==> src/rtl/xge_clear_pulse_gen_if.sv <==
// Button-conditioning bus: raw pins in, debounced level, clear strobes and debug counters out.
// No valid/ready: clear_pulse is a fire-and-forget strobe that the XGbE core must accept in full.
interface xge_clear_pulse_gen_if #(
    parameter int N_SW = 4
);
    logic [N_SW-1:0]   sw_raw;
    logic [N_SW-1:0]   sw_level;
    logic [N_SW-1:0]   clear_pulse;
    logic [N_SW*8-1:0] press_count;

    modport master (output sw_raw, input sw_level, clear_pulse, press_count);
    modport slave  (input sw_raw, output sw_level, clear_pulse, press_count);
endinterface

==> src/rtl/xge_clear_pulse_gen.sv <==
// Per-button synchronise, debounce and fixed-width clear-pulse generation for the XGbE
// status-clear inputs, with debounced level and saturating press counters for debug.
module xge_clear_pulse_gen #(
    parameter int N_SW            = 4,
    parameter int DEBOUNCE_CYCLES = 1_000_000,
    parameter int PULSE_CYCLES    = 16,
    parameter bit SW_ACTIVE_LOW   = 1'b1
) (
    input  logic                   clk,
    input  logic                   rstn,
    xge_clear_pulse_gen_if.slave   bus,
    output logic [N_SW-1:0]        pulse_state
);
    localparam int CW  = $clog2(DEBOUNCE_CYCLES);
    localparam int PCW = (PULSE_CYCLES > 1) ? $clog2(PULSE_CYCLES) : 1;
    localparam logic [CW-1:0]  DB_LAST  = CW'(DEBOUNCE_CYCLES - 1);
    localparam logic [PCW-1:0] P_LAST   = PCW'(PULSE_CYCLES - 1);
    localparam logic           RELEASED = SW_ACTIVE_LOW;

    typedef enum logic {
        IDLE   = 1'b0,
        ACTIVE = 1'b1
    } state_t;

    logic [N_SW-1:0]   sync1;
    logic [N_SW-1:0]   sync2;
    logic [N_SW-1:0]   synced;
    logic [N_SW-1:0]   level_v;
    logic [N_SW-1:0]   pulse_v;
    logic [N_SW*8-1:0] count_v;

    always_ff @(posedge clk or negedge rstn) begin
        if (!rstn) begin
            sync1 <= {N_SW{RELEASED}};
            sync2 <= {N_SW{RELEASED}};
        end else begin
            sync1 <= bus.sw_raw;
            sync2 <= sync1;
        end
    end

    // Normalise polarity once, after the synchroniser: 1 = pressed from here on.
    assign synced = SW_ACTIVE_LOW ? ~sync2 : sync2;

    for (genvar i = 0; i < N_SW; i++) begin : g_ch
        logic [CW-1:0]  db_cnt;
        logic           stable;
        logic           accept;
        logic           press;
        state_t         state;
        state_t         state_nxt;
        logic [PCW-1:0] p_cnt;
        logic [PCW-1:0] p_cnt_nxt;
        logic [7:0]     count;

        assign accept = (synced[i] != stable) && (db_cnt == DB_LAST);
        assign press  = accept && synced[i];

        always_ff @(posedge clk or negedge rstn) begin
            if (!rstn) begin
                db_cnt <= '0;
                stable <= 1'b0;
            end else if (synced[i] == stable) begin
                db_cnt <= '0;
            end else if (db_cnt == DB_LAST) begin
                stable <= synced[i];
                db_cnt <= '0;
            end else begin
                db_cnt <= db_cnt + 1'b1;
            end
        end

        always_ff @(posedge clk or negedge rstn) begin
            if (!rstn) begin
                state <= IDLE;
                p_cnt <= '0;
            end else begin
                state <= state_nxt;
                p_cnt <= p_cnt_nxt;
            end
        end

        // A press in either state (re)loads the full width; nothing is queued.
        always_comb begin
            state_nxt = state;
            p_cnt_nxt = p_cnt;
            case (state)
                IDLE: begin
                    if (press) begin
                        state_nxt = ACTIVE;
                        p_cnt_nxt = P_LAST;
                    end
                end
                ACTIVE: begin
                    if (press) begin
                        p_cnt_nxt = P_LAST;
                    end else if (p_cnt == '0) begin
                        state_nxt = IDLE;
                    end else begin
                        p_cnt_nxt = p_cnt - 1'b1;
                    end
                end
                default: begin
                    state_nxt = IDLE;
                    p_cnt_nxt = '0;
                end
            endcase
        end

        always_ff @(posedge clk or negedge rstn) begin
            if (!rstn) begin
                count <= '0;
            end else if (press && (count != 8'hFF)) begin
                count <= count + 8'd1;
            end
        end

        assign level_v[i]        = stable;
        assign pulse_v[i]        = (state == ACTIVE);
        assign pulse_state[i]    = (state == ACTIVE);
        assign count_v[8*i +: 8] = count;
    end

    assign bus.sw_level    = level_v;
    assign bus.clear_pulse = pulse_v;
    assign bus.press_count = count_v;

endmodule

==> src/flat_wrapper.sv <==
// flat-port wrapper written by rule: the top's interface ports become plain ports
module xge_clear_pulse_gen_flat 
#(
    parameter int N_SW            = 4,
    parameter int DEBOUNCE_CYCLES = 1_000_000,
    parameter int PULSE_CYCLES    = 16,
    parameter bit SW_ACTIVE_LOW   = 1'b1
)
  (clk, rstn, pulse_state, bus_sw_raw, bus_sw_level, bus_clear_pulse, bus_press_count);
  xge_clear_pulse_gen_if #(.N_SW(N_SW)) bus_i ();
  input  logic clk;
  input  logic rstn;
  output logic [N_SW-1:0] pulse_state;
  input wire logic [$bits(bus_i.sw_raw)-1:0] bus_sw_raw;
  output wire logic [$bits(bus_i.sw_level)-1:0] bus_sw_level;
  output wire logic [$bits(bus_i.clear_pulse)-1:0] bus_clear_pulse;
  output wire logic [$bits(bus_i.press_count)-1:0] bus_press_count;
  assign bus_i.sw_raw = bus_sw_raw;
  assign bus_sw_level = bus_i.sw_level;
  assign bus_clear_pulse = bus_i.clear_pulse;
  assign bus_press_count = bus_i.press_count;
  xge_clear_pulse_gen #(.N_SW(N_SW), .DEBOUNCE_CYCLES(DEBOUNCE_CYCLES), .PULSE_CYCLES(PULSE_CYCLES), .SW_ACTIVE_LOW(SW_ACTIVE_LOW)) u_core (.clk(clk), .rstn(rstn), .bus(bus_i), .pulse_state(pulse_state));
endmodule
==> config.mk <==
export PLATFORM = sky130hd
export DESIGN_NAME = xge_clear_pulse_gen_flat
export DESIGN_NICKNAME = d
export VERILOG_FILES = /design/src/rtl/xge_clear_pulse_gen_if.sv /design/src/rtl/xge_clear_pulse_gen.sv /design/src/flat_wrapper.sv
export SDC_FILE = /design/constraint.sdc
export NUM_CORES = 1
export LEC_CHECK = 0
export BUFFER_PORTS_ARGS = -buffer_cell sky130_fd_sc_hd__buf_2
export CAP_MARGIN = 5
export CELL_PAD_IN_SITES_DETAIL_PLACEMENT = 1
export CELL_PAD_IN_SITES_GLOBAL_PLACEMENT = 1
export CORE_UTILIZATION = 47
export CTS_CLUSTER_DIAMETER = 30
export DETAILED_ROUTE_END_ITERATION = 6
export GPL_TIMING_DRIVEN = 1
export PLACE_DENSITY_LB_ADDON = 0.08
export SETUP_SLACK_MARGIN = 0.02
export SYNTH_ARGS = -nofsm -noshare
export SYNTH_HDL_FRONTEND = slang
export SYNTH_SLANG_ARGS = --single-unit
==> constraint.sdc <==
create_clock -name clk -period 3.47 [get_ports clk]
set_input_delay 0.694 -clock clk [delete_from_list [all_inputs] [get_ports clk]]
set_output_delay 0.694 -clock clk [all_outputs]
set_load 0.05 [all_outputs]
After elaboration in Yosys (flattened, before gate mapping)
Index checks and enable logic that the tools add are counted.
- flip-flop bits (word level): 144
- latch bits: 0
- bits in writable memories: 0
- ROM bits: 0
- input bits: 6
- output and inout bits: 44
- word-level logic and storage cells: 131
- memories kept: 0
- $add $sub $neg: 12
- multipliers: 0
- div/mod/pow operators: 0
- order comparisons: 0
- equal/unequal tests: 24
- shift operators: 0
- mux-type cells: 40
- bitwise operators: 9
- reduce and logical (&&, ||, !) cells: 24
- operators by type and width (kind ; count):
    2-to-1 mux 20 bit ; 8
    adder 20 x 1 -> 20 bit (second input constant) ; 4
    equality test 20 bit (second input constant) ; 4
    2-to-1 mux 4 bit ; 12
    adder 8 x 1 -> 8 bit (second input constant) ; 4
    inequality test 8 bit (second input constant) ; 4
    case mux 4 bit (2 select lines) ; 4
    zero test 4 bit ; 4
    AND reduction 2 bit ; 8
    subtractor 4 x 1 -> 4 bit (second input constant) ; 4
    logical AND 1 bit ; 12
    2-to-1 mux 1 bit ; 12
    inequality test 3 x 2 -> 1 bit (second input constant) ; 4
    inequality test 2 x 1 -> 1 bit (second input constant) ; 4
    NOT 1 bit ; 8
    case mux 1 bit (2 select lines) ; 4
    equality test 1 bit ; 4
    inequality test 1 bit ; 4
    NOT 4 bit ; 1

Logic depth before layout (Yosys ltp)
- depth in word-level cells: 6
- gate-level depth with buffers: 8
- gate-level depth less buffers: 7

Least setup slack after synthesis
OpenSTA, ideal clock, no wires.
- path kind: reg2reg
- start: reg u_core.g_ch[1].db_cnt[0]
- end: reg u_core.g_ch[1].count[6]
- library setup time: 128 ps
- arrival: 2334 ps
- data required time: 3342 ps
- setup slack: 1008 ps
- cell stages (with the launch flop): 8
- path buffers: 1
- clock period less this slack: 2462 ps
- path through: dfrtp_1 -> ha_1 -> nand3_1 -> or4_4 -> or4_1 -> buf_2 -> nor3_1 -> mux2_1
- longest elaborated chain between the ends: 4
- RTL lines (element ; RTL line ; text):
    start, declared ; xge_clear_pulse_gen.sv:46 ; logic [CW-1:0] db_cnt;
    start signal, assigned ; xge_clear_pulse_gen.sv:69 ; db_cnt <= db_cnt + 1'b1;
    equality test 20 bit ; xge_clear_pulse_gen.sv:56 ; assign accept = (synced[i] != stable) && (db_cnt == DB_LAST);
    logical AND 1 bit ; xge_clear_pulse_gen.sv:56 ;
    logical AND 1 bit ; xge_clear_pulse_gen.sv:57 ; assign press = accept && synced[i];
    logical AND 1 bit ; xge_clear_pulse_gen.sv:113 ; end else if (press && (count != 8'hFF)) begin
    end signal, assigned ; xge_clear_pulse_gen.sv:114 ; count <= count + 8'd1;
    end, declared ; xge_clear_pulse_gen.sv:54 ; logic [7:0] count;
Every way passes these cells.
A chain may end at the register's enable or synchronous reset.

Worst setup path in the final report
- start: reg u_core.g_ch[0].db_cnt[7]
- end: reg u_core.g_ch[0].count[1]
- longest elaborated chain between the ends: 4
- RTL lines (element ; RTL line):
    start, declared ; xge_clear_pulse_gen.sv:46
    start signal, assigned ; xge_clear_pulse_gen.sv:69
    equality test 20 bit ; xge_clear_pulse_gen.sv:56
    logical AND 1 bit ; xge_clear_pulse_gen.sv:56
    logical AND 1 bit ; xge_clear_pulse_gen.sv:57
    logical AND 1 bit ; xge_clear_pulse_gen.sv:113
    end signal, assigned ; xge_clear_pulse_gen.sv:114
    end, declared ; xge_clear_pulse_gen.sv:54
Every way passes these cells.

==> metrics.md <==
| Metric | Value |
|---|---|
| Outcome | completed |
| Pin count of the biggest net entering global routing | 80 |
| R2R cell count | 5 |
| FFs w/ async S/R, synth | 100% |
| Final worst slack | 0.560 ns |
| Slew headroom | 41.6% |
| GRT Max-Usage Layer | met2 |
| Met3 global-route usage | 5.72% |
| Cell Area, Synth | 0.00680 mm2 |
| Final setup violation count | 0 |
| Primary FF master, synth | dfrtp_1 |
| EDFF count, synth | 0 |
| Initial detailed-routing violation count | 214 |
| Die area | 0.0149 mm2 |
| Post-synth top area cell | dfrtp_1 |
| DRT Pass-1 Iters | 4 |
| Die X | 122 um |
| GP Congestion | 0.748 |
| Total power | 0.00365 W |
| CTS Buf Count | 17 |
| Post-Syn Instances | 669 |
| Fillers | 1546 |
| CP arrival | 3.22 ns |
| Startpoint Class | register |
| Minimum clock period | 2.91 ns |
| CP max stage delay | 0.68 ns |
| Slew @ Worst Pin | 0.869 ns |
| TritonCTS clock tree | built |
| Initial antenna violation count | 0 |
| WP depth | 5 |
| Site Rows | 43 |
| P per Cell Area | 468 mW/mm2 |
| DRC Markers | 0 |
| Syn Area/Cell | 10.2 um2 |
| Syn. warnings | 0 |
| Crit-path cells | or4b_2 -> nor4_1 -> nand3_1 -> nor2_2 -> mux2_1 |
| Final setup skew | 0.00822 ns |
| Via count | 4965 |
| Buffer depth of the longest clock path | 2 |
| Flop-to-flop setup slack | 0.56 ns |
| Crit path kind | reg -> reg |
| Sequential share of the synthesized area | 53.2% |
| Register area | 0.00361 mm2 |
| Drt via density | 5.43 |
| DR WL/cell | 16.5 um |
| Grt ovf | 0 |
| Top delay family on crit path | simple AND/OR/NAND/NOR gates |
| Hpwl dp | 10.2 mm |
| Die Ht | 122 um |
| Crit. End Element | register |
| N_diodes | 0 |
| H-tree levels | 4 |
| Final hold slack | 0.286 ns |
| Hold buffer count at cts | 0 |
| Final Hold Vio Count | 0 |
| Post-CTS Setup Inserts | 0 |
| Hold WC Path Type | in -> async |
| Final ANT Viol Nets | 0 |
| Main area contributors after synthesis | dfrtp_1 50%, xor2_1 7.2%, nor2_1 6.2% |
| Pins Over Slew Limit | 0 |
| GRT met2 Usage | 36.6% |
| Max_cap viols | 0 |
| Yosys reg bits | 144 |
| Mapped Nets | 691 |
| Synth unique cells | 47 |
| Clk Latency, worst-skew pair | 0.43 ns |
| Post-CTS Resized | 0 |
| Vias in the first global route | 5180 |
| Number of I/O pins | 50 |
| Clock Pin Slew Worst Setup and Hold Paths | 0.06 ns |
| Core Area | 0.0140 mm2 |
| Clk sinks | 144 |
| Fmax | 344 MHz |
| Layout area overhead | 14.7% |
| PortBufs | 49 |
| Met1 usage | 28.1% |
| Worst slack, placed | 0.570 ns |
| NumNets Final | 744 |
| Pleak | 3.73 nW |
| First-pass GRT wire length | 25.4 mm |
| Final worst path period share | 83.9% |
| Critical path buffers and inverters | 0 |
| Worst VDD drop | 359 uV |
| Area of the multi-input gates | 0.00295 mm2 |
| Starting Density | 48.6% |
| Total GRT Usage | 22.2% |
| Routed wire length | 15.1 mm |
| Post-synth top area share | 50.1% |
| Required @ worst endpoint | 3.78 ns |
| Worst-path fanout max | 10 |
| Ratio of cells with drive above 1 in the final layout | 14.8% |
| Slowest stage cell on the critical path | or4b_2 |
| Root Buffer | clkbuf_16 |
| TNS Setup | 0 ns |
| RSZ-0062 raised after global routing | false |
-- worst paths after layout --
kind                                                from                        to
min in group clk                         u_core.sync1[3]           u_core.sync2[3]
max in group asynchronous                           rstn  u_core.g_ch[3].db_cnt[9]
worst max register to register  u_core.g_ch[0].db_cnt[7]   u_core.g_ch[0].count[1]
worst max-delay path            u_core.g_ch[0].db_cnt[7]   u_core.g_ch[0].count[1]
worst min-delay path                                rstn   u_core.g_ch[3].count[4]
worst min register to register           u_core.sync1[3]           u_core.sync2[3]
-- report_power, final --
part,internal [W],switching [W]
clock network,0.00117,0.000684
registers,0.00170,0.0000152
logic,0.0000197,0.0000612
-- registers in the layout (all words and copies together), names as in the netlist --
signal / count
u_core.g_ch.state: 4
u_core.sync2: 4
u_core.g_ch.count: 32
u_core.g_ch.stable: 4
u_core.g_ch.p_cnt: 16
u_core.g_ch.db_cnt: 80
u_core.sync1: 4
-- area by class of cell --
type                       count  share of cell area [%]
sequential                   144                    46.4
clock buffer                  27                    6.71
tap                          180                    2.89
clock inverter                 5                   0.995
inverter                      28                    1.35
timing repair buffer          55                    3.80
multi-input combinational    476                    37.9
-- Yosys cell counts, drive strengths merged, types with 11 or more instances --
cell / instances
xor2: 56
ha: 16
nor4: 11
nand3: 41
dfrtp: 136
nand4: 23
nor2: 114
buf: 13
inv: 28
xnor2: 47
nor3: 18
nand2: 69
-- metal layers --
layer  vias up  share of wire (%)
li1       2368                  -
met1      2510                 46
met2        67                 49
met3        20                3.0
met4         0                1.7
met5         -                  0
-- per-stage QoR --
| stage | area [um2] | utilization (%) | instances |
|---|---|---|---|
| after detailed placement | 7190 | 51.4 | 883 |
| after CTS | 7790 | 55.7 | 915 |
| after floorplan | 6800 | - | 669 |
| final | 7790 | 55.7 | 915 |
| after global placement | 7190 | 51.4 | 883 |
| after global routing | 7790 | 55.7 | 915 |
-- kinds of logic after synthesis --
family,after synthesis,share of synthesized area (%)
DFF,144,53.2
xor gates and xnor gates,103,13.3
buffers and inverters,49,3.39
and+or+nand+nor,321,23.0
AOI/OAI and AO/OA,26,2.58
adders and majority gates,16,2.95
muxes,10,1.62
-- placed cells by master (no fill, tap or decap), drive strengths merged, types with 2 or more instances in the layout --
cell type and count:
o211ai 4, bufinv 2, buf 55, and2 5, mux2 8, inv 28, xnor2 47, and3 7
o21ai 6, dfstp 8, clkinv 2, nand4b 2, dfrtp 136, nand2 69, nor2 114, o31ai 6
nand3 41, clkbuf 27, nand4 23, or2 2, o21ba 2, or4b 5, or4 4, nand2b 2
and4 9, ha 16, nor4 11, nor3 18, mux2i 2, a21oi 4, xor2 56, or3b 2
nor4b 3
(Power assumes the default switching activity.)
